[src/rtl/shared_dff_register_arbiter.sv]
// Round-robin arbiter for one shared WIDTH-bit register used by N_REQ
// requesters. Only the current owner's writes reach the register. A hold
// timer forces a release after MAX_HOLD owned cycles so nobody starves.
//
// Handshake: a requester raises req[i] and keeps it high for as long as it
// wants ownership. gnt[i] rises one edge after the arbiter picks it. While
// gnt[i]=1 the requester may assert wr_en[i]. Dropping req[i] releases the
// register on the next edge. A forced release is flagged by a one-cycle
// timeout pulse. gnt is always one-hot or zero.
module shared_dff_register_arbiter #(
  parameter int               N_REQ     = 4,
  parameter int               WIDTH     = 8,
  parameter int               MAX_HOLD  = 16,
  parameter logic [WIDTH-1:0] RESET_VAL = '0
) (
  input  logic                       clk,
  input  logic                       rst,
  input  logic [N_REQ-1:0]           req,
  input  logic [N_REQ-1:0]           wr_en,
  input  logic [N_REQ*WIDTH-1:0]     wdata,
  output logic [N_REQ-1:0]           gnt,
  output logic [$clog2(N_REQ)-1:0]   owner_id,
  output logic                       busy,
  output logic [WIDTH-1:0]           q,
  output logic                       timeout,
  output logic                       dbg_state
);

  localparam int IDW = $clog2(N_REQ);
  localparam int HW  = $clog2(MAX_HOLD + 1);
  localparam logic [N_REQ-1:0] ONE_HOT0 = N_REQ'(1);
  localparam logic [HW-1:0]    HOLD_LAST = HW'(MAX_HOLD - 1);

  typedef enum logic {IDLE = 1'b0, OWNED = 1'b1} state_t;

  state_t           state_q;
  logic [N_REQ-1:0] gnt_q;
  logic [IDW-1:0]   owner_q;
  logic [IDW-1:0]   rr_q;       // last granted requester; search starts after it
  logic [HW-1:0]    hold_q;     // owned cycles so far, minus one
  logic [WIDTH-1:0] q_q;
  logic             timeout_q;

  logic             win_vld_d;
  logic [IDW-1:0]   win_id_d;

  // Round-robin pick: first set req starting at rr_q+1, wrapping to rr_q last.
  // In OWNED rr_q equals the owner, so a releasing owner (req low) is skipped
  // and a timed-out owner (req high) naturally lands at lowest priority.
  always_comb begin
    win_vld_d = 1'b0;
    win_id_d  = '0;
    for (int k = 1; k <= N_REQ; k++) begin
      if (!win_vld_d && req[(int'(rr_q) + k) % N_REQ]) begin
        win_vld_d = 1'b1;
        win_id_d  = IDW'((int'(rr_q) + k) % N_REQ);
      end
    end
  end

  // Ownership FSM, hold timer, timeout pulse and the shared register itself.
  always_ff @(posedge clk or negedge rst) begin
    if (!rst) begin
      state_q   <= IDLE;
      gnt_q     <= '0;
      owner_q   <= '0;
      rr_q      <= IDW'(N_REQ - 1);
      hold_q    <= '0;
      q_q       <= RESET_VAL;
      timeout_q <= 1'b0;
    end else begin
      timeout_q <= 1'b0;
      // The owner's write counts even on its release or timeout edge.
      if (|(gnt_q & wr_en)) begin
        q_q <= wdata[owner_q*WIDTH +: WIDTH];
      end
      case (state_q)
        IDLE: begin
          if (win_vld_d) begin
            state_q <= OWNED;
            gnt_q   <= ONE_HOT0 << win_id_d;
            owner_q <= win_id_d;
            rr_q    <= win_id_d;
            hold_q  <= '0;
          end
        end
        OWNED: begin
          if (!req[owner_q]) begin
            if (win_vld_d) begin
              gnt_q   <= ONE_HOT0 << win_id_d;
              owner_q <= win_id_d;
              rr_q    <= win_id_d;
              hold_q  <= '0;
            end else begin
              state_q <= IDLE;
              gnt_q   <= '0;
              hold_q  <= '0;
            end
          end else if (hold_q == HOLD_LAST) begin
            // Owner still requesting, so win_vld_d is guaranteed here.
            timeout_q <= 1'b1;
            gnt_q     <= ONE_HOT0 << win_id_d;
            owner_q   <= win_id_d;
            rr_q      <= win_id_d;
            hold_q    <= '0;
          end else begin
            hold_q <= hold_q + HW'(1);
          end
        end
        default: begin
          state_q <= IDLE;
          gnt_q   <= '0;
        end
      endcase
    end
  end

  assign gnt       = gnt_q;
  assign owner_id  = owner_q;
  assign busy      = |gnt_q;
  assign q         = q_q;
  assign timeout   = timeout_q;
  assign dbg_state = state_q;

endmodule

[config.mk]
export PLATFORM = sky130hd
export DESIGN_NAME = shared_dff_register_arbiter
export DESIGN_NICKNAME = d
export VERILOG_FILES = /design/src/rtl/shared_dff_register_arbiter.sv
export SDC_FILE = /design/constraint.sdc
export NUM_CORES = 1
export LEC_CHECK = 0
export BUFFER_PORTS_ARGS = -buffer_cell sky130_fd_sc_hd__buf_2
export CAP_MARGIN = 20
export CORE_UTILIZATION = 50
export DETAILED_ROUTE_END_ITERATION = 10
export PLACE_DENSITY = 0.92
export SLEW_MARGIN = 20
export SYNTH_ARGS = -nofsm -noshare
export SYNTH_HDL_FRONTEND = slang
export SYNTH_SLANG_ARGS = --single-unit
export TNS_END_PERCENT = 50
[constraint.sdc]
create_clock -name clk -period 4.95 [get_ports clk]
set_clock_uncertainty 0.05 [all_clocks]
set_input_delay 0.99 -clock clk [delete_from_list [all_inputs] [get_ports clk]]
set_output_delay 0.99 -clock clk [all_outputs]
set_load 0.02 [all_outputs]
==> impl_results.md <==
- Critical path launch point type: flop
- First-iteration detailed-routing DRC count: 23
- Distinct cell type count after synthesis: 32
- WL final: about 2800 um
- Family with the most delay on the worst path: simple AND/OR/NAND/NOR gates
- Setup TNS Final: 0 ns
- RSZ-0062 raised after global routing: false
- Most common cell in the netlist: dfrtp_1
- Fmax: slightly above 0.4 GHz
- Vias: between 1,000 and 1,500
- Core Region: 2450 um^2
- DP HPWL: 2250 um
- Die ar.: 2790 um^2
- HP Start: hold_q[4]
- Clock latency on the worst-skew pair: about 0.32 ns
- Final Max Tran Viols: 0
- Synth Area in Adders: less than 1%
- Hold Path Stages: 1
- CP startpoint: gnt[0]
- WP data arrival: between 1 and 1.5 ns
- IO buf count: a little under 60
- Vias in the first global route: between 900 and 1,000
- ANT cells: 0
- Flops & latches, synth: 23
- Post-DP Area: about 1600 um^2
- Area Growth Syn to Fin: 26.1%
- Post-synthesis xor/xnor area fraction: 0%
- Maxcap violations: 0
- I/O pins: 59
- Setup-failing EPs final: 0
- Top cells by count, synth: dfrtp_1, mux2_2, nor2_1
- IR drop worst, VDD: 411 uV
- Syn_nets: around 140
- Relative slew slack: 65.1%
- Worst Setup End Kind: primary output
- Final worst path period share: 50.1%
- First-pass GRT wire length: ~4000 um
- Synth area leader: dfrtp_1
- Grt ovf: 0
- CTS Buffer Depth: 2
- Final Hold Slack: 0.433 ns
- Type of the worst setup path: reg -> out
- Startpoint of the worst register-to-register path: owner_id[1]
- PostCTS Resize Cnt: 0
- # Post-CTS Setup Buffers: 0
- Post-synth top area share: 40.7%
- Async set or reset register ratio after synthesis: 100%
- CTS hold repair buffers: 0
- Number of flops mapped to enable cells by yosys: 0
- Post-Syn Area: 1290 um^2
- Largest net degree at the start of global routing: 24
- Synth Area per Inst: 13.0 um^2
- Yosys warnings: 0
- Die W: between 50 and 60 um
- PwrDens: 563 nW/um^2
- Share of cells above drive strength 1: 49.1%
- Inst Count DP: 185
- Starting density of the core: 52.6%
- CTS Root Cell: clkbuf_4
- Post-synthesis simple-gate area fraction: 9.88%
- Final GP Congestion: 0.815
- CP cell instances: or4_1 > buf_2
- Post-synthesis cell count: 99
- Post-synth top flop: dfrtp_1
- CTS tree: done
- Minimum clock period: 2.48 ns
- Max FO, Critical Path: 4
- Post-route cell area: around 1600 um^2
- Mux cell area share after synthesis: between 20% and 30%
- Final Non-Filler Cells: 189
- H-tree depth: 1
- Die Y: approximately 53 um
- Pre-antenna DRT Iters: 4
- Vias per cell: 5.63
- Routed Antenna Nets: 0
- WL per Instance: around 15 um
- CTS buffer count: 3
- Initial antenna violation count: 0
- Clk sinks: 23
- GRT Util Overall: 20.4%
- Main area contributors after synthesis: dfrtp_1, mux4_1, mux2_2
- Sequential fraction of the synthesis area: 44.8%
- DR DRC count: 0
- Outcome: finished clean
- Crit path required time: 3.91 ns
- NumNets Final: 203
- Leak Pwr: 0.000817 uW
- Rows: 18
- Worst-path clk slew: 0.13 ns
- Worst slew pin tran: 0.523 ns
- Post-synthesis compound-gate area fraction: 14.9%
- CP Depth: 2
- Hold Vio Cnt, Final: 0
- Largest family of logic cells by synthesized area: multiplexers
- Crit-path max cell delay: 0.52 ns
- Crit path max-delay cell type: or4_1
- Cells on worst reg2reg path: 5
- Buf+Inv Stages, Crit Path: 1
- Worst min path class: reg -> reg
==> layout by cell type, fill, tap and decap left out <==
cell and instances:
o22ai_1 1, dfrtp_1 21, a211oi_1 1, and2b_1 1, or3_1 1, o22ai_2 1, o21ai_0 3, clkbuf_4 3
mux4_1 8, a21oi_1 3, a21o_2 1, inv_1 2, buf_2 58, a22o_1 4, a21boi_0 1, a22oi_1 2
nand3_1 2, nand2b_1 4, nor2_1 9, mux2i_1 2, dfstp_2 2, nand2_1 5, nor2b_2 1, o21a_1 1
clkinv_2 1, mux2i_4 1, a21o_1 4, ha_1 1, o31ai_1 2, mux2_2 9, nor3_1 2, or4_1 1
o22a_4 1
==> final timing paths <==
kind | end | slack [ns]
max | busy | 2.47
min | timeout | 0.43
max reg2reg | gnt[0] | 3.08
min reg2reg | timeout | 0.43
max in group asynchronous | rr_q[1] | 3.93
min in group asynchronous | q[2] | 0.56
==> cell type report <==
class	count	area, um^2
Clock inverter	1	5.00
Inverter	2	7.51
Fill cell	166	827
Tap cell	30	37.5
Clock buffer	3	22.5
Multi-Input combinational cell	72	687
Timing Repair Buffer	58	290
Sequential cell	23	578
==> kinds of logic (layout without fill, tap and decap cells) <==
| logic type | after synthesis | after routing |
|---|---|---|
| and+or+nand+nor | 26 | 26 |
| adders and majority gates | 1 | 1 |
| AOI/OAI and AO/OA | 25 | 25 |
| muxes | 20 | 20 |
| buffers and inverters | 4 | 64 |
| DFF | 23 | 23 |
==> power by group <==
part | switching, uW | total, uW | internal (uW)
sequential | 79.7 | 346 | 266
combinational | 233 | 482 | 249
clock | 57.9 | 88.2 | 30.3
total | 371 | 916 | 545
==> stage by stage <==
step | setup WS, ns | utilization (%) | power [uW]
floorplan | 2.80 | - | 705
global placement | 2.65 | 65.2 | 812
detailed placement | 2.62 | 65.2 | 836
CTS | 2.46 | 66.3 | 924
global route | 2.41 | 66.3 | 978
finish | 2.47 | 66.3 | 916
==> per-layer routing <==
| layer | track usage (%) | wire (um) | vias up |
|---|---|---|---|
| met5 | 0 | 0 | - |
| li1 | - | - | 511 |
| met2 | 39.2 | 1540 | 40 |
| met1 | 21.9 | 1130 | 510 |
| met3 | 3.48 | 140 | 3 |
| met4 | 7.46 | 34 | 0 |
==> flip-flops by register name (all words and copies together) (netlist names) <==
signal,flops
rr_q,2
owner_id,2
timeout,1
q,8
gnt,4
hold_q,5
dbg_state,1
(Power assumes the default switching activity.)
